==> config.mk <==
export PLATFORM = sky130hd
export DESIGN_NAME = sid_bass_sequencer
export DESIGN_NICKNAME = d
export VERILOG_FILES = /design/src/rtl/sid_pkg.sv /design/src/rtl/sid_seq_pattern_ram.sv /design/src/rtl/sid_bass_sequencer.sv
export SDC_FILE = /design/constraint.sdc
export NUM_CORES = 1
export LEC_CHECK = 0
export ABC_AREA = 1
export CAP_MARGIN = 20
export CORE_AREA = 2 2 135 137
export CTS_BUF_LIST = sky130_fd_sc_hd__clkbuf_8
export CTS_CLUSTER_DIAMETER = 60
export DETAILED_ROUTE_END_ITERATION = 12
export DIE_AREA = 0 0 137 139
export PLACE_DENSITY = 0.73
export SETUP_SLACK_MARGIN = 0.05
export SLEW_MARGIN = 20
export SYNTH_ARGS = -nofsm -noshare
export SYNTH_HDL_FRONTEND = slang
export SYNTH_SLANG_ARGS = --single-unit
==> constraint.sdc <==
create_clock -name clk -period 2.59 [get_ports clk]
set_input_delay 0.259 -clock clk [delete_from_list [all_inputs] [get_ports clk]]
set_output_delay 0.259 -clock clk [all_outputs]
set_load 0.05 [all_outputs]
==> src/rtl/sid_pkg.sv <==
// Shared constants and types for the SID bass step sequencer.
package sid_pkg;

    localparam int unsigned SEQ_STEPS    = 16;
    localparam int unsigned SEQ_REST_BIT = 7;
    localparam int unsigned SEQ_ADDR_W   = 4;
    localparam int unsigned SEQ_DATA_W   = 8;
    localparam int unsigned SEQ_FREQ_W   = 7;
    localparam int unsigned SEQ_TICK_W   = 8;
    localparam int unsigned SEQ_GATE_W   = 10;

    typedef enum logic {
        IDLE = 1'b0,
        PLAY = 1'b1
    } seq_state_t;

    typedef struct packed {
        logic                  rest;
        logic [SEQ_FREQ_W-1:0] freq;
    } seq_entry_t;

endpackage

==> src/rtl/sid_seq_pattern_ram.sv <==
// 16 x 8 pattern register file: one synchronous write port, one asynchronous read port.
module sid_seq_pattern_ram
    import sid_pkg::*;
(
    input  logic                  clk,
    input  logic                  rst_n,
    input  logic                  wr_en,
    input  logic [SEQ_ADDR_W-1:0] wr_addr,
    input  logic [SEQ_DATA_W-1:0] wr_data,
    input  logic [SEQ_ADDR_W-1:0] rd_addr,
    output logic [SEQ_DATA_W-1:0] rd_data_c
);

    logic [SEQ_DATA_W-1:0] mem [SEQ_STEPS];

    // Reset fills every entry with a rest so an unprogrammed pattern stays silent.
    always_ff @(posedge clk) begin
        if (!rst_n) begin
            for (int i = 0; i < int'(SEQ_STEPS); i++) begin
                mem[i] <= SEQ_DATA_W'(1 << SEQ_REST_BIT);
            end
        end else if (wr_en) begin
            mem[wr_addr] <= wr_data;
        end
    end

    assign rd_data_c = mem[rd_addr];

endmodule

==> src/rtl/sid_bass_sequencer.sv <==
// Bass step sequencer driving one SID voice from a 16-entry pattern.
// Optional SID_SEQ_LOOP_LEN_EN adds a loop_end input that shortens the loop.
module sid_bass_sequencer
    import sid_pkg::*;
#(
    parameter int unsigned GATE_GAP  = 2,
    parameter int unsigned TICK_BITS = 16
) (
    input  logic                  clk,
    input  logic                  rst_n,
    input  logic [15:0]           prescaler,
    input  logic                  run,
    input  logic [7:0]            step_len,
    input  logic                  wr_en,
    input  logic [SEQ_ADDR_W-1:0] wr_addr,
    input  logic [SEQ_DATA_W-1:0] wr_data,
`ifdef SID_SEQ_LOOP_LEN_EN
    input  logic [SEQ_ADDR_W-1:0] loop_end,
`endif
    output logic [SEQ_FREQ_W-1:0] frequency,
    output logic                  gate,
    output logic [SEQ_ADDR_W-1:0] step,
    output logic                  step_strobe,
    output logic                  running
);

    seq_state_t            state_q, state_d;
    logic [SEQ_TICK_W-1:0] tick_cnt_q, tick_cnt_d;
    logic [SEQ_ADDR_W-1:0] step_d, step_next_c, rd_addr_c;
    logic [SEQ_FREQ_W-1:0] freq_d;
    logic                  rest_q, rest_d;
    logic                  gate_d, strobe_d, running_d;
    logic                  tick_c, wrap_c, load_c;
    logic [SEQ_DATA_W-1:0] rd_data_c;
    seq_entry_t            rd_entry_c;
    logic [SEQ_GATE_W-1:0] gate_span_c, gate_lim_c;

    sid_seq_pattern_ram u_ram (
        .clk       (clk),
        .rst_n     (rst_n),
        .wr_en     (wr_en),
        .wr_addr   (wr_addr),
        .wr_data   (wr_data),
        .rd_addr   (rd_addr_c),
        .rd_data_c (rd_data_c)
    );

    assign tick_c     = &prescaler[TICK_BITS-1:0];
    assign rd_entry_c = seq_entry_t'(rd_data_c);

`ifdef SID_SEQ_LOOP_LEN_EN
    assign wrap_c = (step >= loop_end);
`else
    assign wrap_c = (step == SEQ_ADDR_W'(SEQ_STEPS - 1));
`endif
    assign step_next_c = wrap_c ? '0 : step + SEQ_ADDR_W'(1);

    // Start always loads entry 0; an advance loads the step being entered.
    assign rd_addr_c = (state_q == IDLE) ? '0 : step_next_c;

    // Gate window length, clamped at zero when the gap swallows the whole step.
    assign gate_span_c = SEQ_GATE_W'(step_len) + SEQ_GATE_W'(1);
    assign gate_lim_c  = (gate_span_c > SEQ_GATE_W'(GATE_GAP)) ?
                         gate_span_c - SEQ_GATE_W'(GATE_GAP) : '0;

    always_ff @(posedge clk) begin
        if (!rst_n) begin
            state_q     <= IDLE;
            tick_cnt_q  <= '0;
            step        <= '0;
            frequency   <= '0;
            rest_q      <= 1'b1;
            gate        <= 1'b0;
            step_strobe <= 1'b0;
            running     <= 1'b0;
        end else begin
            state_q     <= state_d;
            tick_cnt_q  <= tick_cnt_d;
            step        <= step_d;
            frequency   <= freq_d;
            rest_q      <= rest_d;
            gate        <= gate_d;
            step_strobe <= strobe_d;
            running     <= running_d;
        end
    end

    always_comb begin
        state_d    = state_q;
        tick_cnt_d = tick_cnt_q;
        step_d     = step;
        freq_d     = frequency;
        rest_d     = rest_q;
        strobe_d   = 1'b0;
        load_c     = 1'b0;

        case (state_q)
            IDLE: begin
                if (run) begin
                    state_d    = PLAY;
                    tick_cnt_d = '0;
                    step_d     = '0;
                    strobe_d   = 1'b1;
                    load_c     = 1'b1;
                end
            end
            PLAY: begin
                if (!run) begin
                    state_d = IDLE;
                end else if (tick_c) begin
                    if (tick_cnt_q < step_len) begin
                        tick_cnt_d = tick_cnt_q + SEQ_TICK_W'(1);
                    end else begin
                        tick_cnt_d = '0;
                        step_d     = step_next_c;
                        strobe_d   = 1'b1;
                        load_c     = 1'b1;
                    end
                end
            end
            default: state_d = IDLE;
        endcase

        // A rest entry keeps the previous pitch and only silences the gate.
        if (load_c) begin
            rest_d = rd_entry_c.rest;
            if (!rd_entry_c.rest) begin
                freq_d = rd_entry_c.freq;
            end
        end

        gate_d    = (state_d == PLAY) && !rest_d &&
                    (SEQ_GATE_W'(tick_cnt_d) < gate_lim_c);
        running_d = (state_d == PLAY);
    end

endmodule

==> results.yml <==
synthesis:
  synthDistinctLibCells: 40
  ys.flop_type: "edfxtp_1"
  synthesis.area_um2: 7790
  avgSynthCellArea_um2: 8.59
  yosys_warnings: 0
  synth-edff-count: 128
  syn_inst: 907
  synth-seq-area-share_pct: 55.2
  synth_seq_cells: 151
  synth_nets: 966
  async_flop_share_pct: 0
setup_path:
  required_ns: 2.99
  reg2reg_depth: 15
  r2r_slack_ns: 0.25
  r2r-start: "tick_cnt_q[5]"
  path_max_fanout: 4
  r2r_end: "gate"
  start_kind: "primary input"
  worstSetupEndpointType: "register"
  path_class: "primary input to register"
  endpoint: "gate"
  crit_start: "step_len[1]"
  cp_data_arrival_time_ns: 2.76
die:
  die_w_um: 137
  num_io_pins: 54
  die_h_um: 139
  die-area_um2: 19000
  start_util_pct: 44.1
  core_region_area_um2: 17700
  rows: 49
detailed_routing:
  drt_pass1_iterations: 6
  post_drt_wl_per_cell_um: 15.4
  viasPerCell: 5.20
  drt-initial-drc-count: 455
  wirelength_um: 19000
  ant_nets: 0
  vias: 6427
  drc: 0
clocking:
  postCtsSetupBuffers: 0
  clkSlewWorstSetupHoldPaths_ns: 0.08
  cts_resized: 0
  cts_made_buffers: 17
  cts.sinks: 151
  clkLatencyLatePin_ns: 0.46
  cts_hold_buf: 0
  root_buffer: "clkbuf_8"
  clockBufferDepth: 2
  htree_levels: 4
  cts_tree: "yes"
timing:
  maxSlewViolCount: 0
  rsz0062_at_grt: "yes"
  finalSetupTns_ns: 0
  fin_crit_ns: 2.36
  finalHoldViolCount: 0
  worst_slew_pin_slew_ns: 0.714
  clock_skew_ns: 0.0110
  slew-limit-headroom_pct: 52.4
  clock.fmax_mhz: 424
  setup_viol: 0
  fin_ws_ns: 0.230
  whs_ns: 0.468
  period_share_pct: 91.1
placement:
  gp_congestion: 0.879
  numPortBuffers: 53
  hpwl_um: 13200
  place_ws_ns: -0.225
  dpl_cell_area_um2: 8810
power:
  irDropWorstVdd_mv: 0.484
  p_leak_nw: 3.71
  internal_power_mw: 3.97
  p_comb_share_pct: 13.1
  p_total_mw: 5.40
  power_density_nw_per_um2: 584
  p_switching_mw: 1.42
  power_frac_seq_pct: 51.9
  clockPowerShare_pct: 35.0
  p_sw_share_pct: 26.3
cells_and_area:
  nFillCells: 1656
  regArea_um2: 4310
  fin_area_um2: 9240
  final_layout_size_suffix_gt1_share_pct: 10.6
  nets: 1054
  diodes: 0
  multi_input_area_um2: 3010
  syn_to_final_growth_pct: 18.5
flow_run:
  drv_cap: 0
global_route:
  grt_max_degree: 69
  grt_pass1_wl_um: 30700
  grt.total_usage_pct: 20.8
  grt_antenna_before_repair: 0
  first_global_vias: 6186
  overflow: 0
run_status:
  status: "completed"
min_path:
  hp-class: "register to register"
-- kinds of logic after synthesis --
logic type | Yosys count | share of synthesized area [%]
simple gates | 524 | 28.1
fa+ha+maj | 19 | 3.05
buf+inv | 108 | 6.23
xor+xnor | 5 | 0.562
flops | 151 | 55.2
compound gates | 100 | 6.84
-- worst max-delay path: stages --
cell and delay, ns:
clkdlybuf4s50_1 0.51, inv_1 0.07, ha_1 0.33, or2_2 0.29, nand3_1 0.10, nor2_2 0.04
a211oi_1 0.20, a22oi_1 0.10, ha_1 0.32, a21o_1 0.17, nand3_1 0.08, nand2_1 0.05
nor2_1 0.10, nand2_1 0.05, nor2_1 0.09
-- sequential cells by signal, summed over array words and instances, names as in the netlist --
name / flops
u_ram.mem: 128
tick_cnt_q: 8
frequency: 7
step: 4
gate: 1
rest_q: 1
state_q: 1
step_strobe: 1
-- cells in the mapped netlist (9+ instances only) --
library cell  instances  area [µm²]
dfxtp_1              23         460
nand2_1             152         571
ha_1                 19         238
clkbuf_1             15        56.3
nor3_1                9        45.0
o21ai_0              27         135
a21oi_1              23         115
o21ai_1              37         185
inv_1                66         248
nor2_1              262         983
edfxtp_1            128        3840
nand3_1              75         375
-- final cells by class --
cell class | count | area share, %
sequential | 151 | 46.6
multi-input combinational | 648 | 32.6
timing repair buffer | 105 | 10.2
tap | 229 | 3.10
inverter | 72 | 2.98
clock buffer | 17 | 2.53
clock inverter | 15 | 1.94
-- power groups by stage --
stage / clock [mW] / sequential, mW / combinational, mW
floorplan: 0 / 2.89 / 0.394
global placement: 0 / 2.85 / 0.692
detailed placement: 0 / 2.86 / 0.702
CTS: 1.88 / 2.80 / 0.706
global route: 1.98 / 2.81 / 0.783
finish: 1.89 / 2.80 / 0.707
-- worst min path at each step --
stage | cells after the start | start | to | slack (ns)
floorplan | 2 | run | state_q | 0.37
global placement | 2 | rest_q | rest_q | 0.45
detailed placement | 2 | rest_q | rest_q | 0.45
CTS | 3 | run | state_q | 0.45
global route | 3 | run | state_q | 0.48
finish | 2 | frequency[4] | frequency[4] | 0.47
-- cell usage in the layout, fill, tap and decap left out, types with 19 or more instances in the layout --
cell	instances
clkdlybuf4s50_1	53
nor2_1	261
inv_1	67
nand2_1	152
dfxtp_1	22
ha_1	19
o21ai_1	37
edfxtp_1	128
o21ai_0	27
nand3_1	75
buf_4	50
a21oi_1	23
-- metal layers --
| metal | wire [µm] | global-route usage [%] | vias to the layer above |
|---|---|---|---|
| li1 | - | - | 3178 |
| met1 | 8170 | 26.8 | 3029 |
| met2 | 9600 | 35.7 | 197 |
| met3 | 943 | 3.40 | 23 |
| met4 | 298 | 6.62 | 0 |
| met5 | 0 | 0 | - |
-- stage by stage --
step	instances	utilization (%)
after global routing	1237	52.3
after detailed placement	1205	49.9
after CTS	1237	52.2
after global placement	1205	49.9
after floorplan	907	-
final	1237	52.3
No activity file was read; power rests on OpenSTA's default activity.
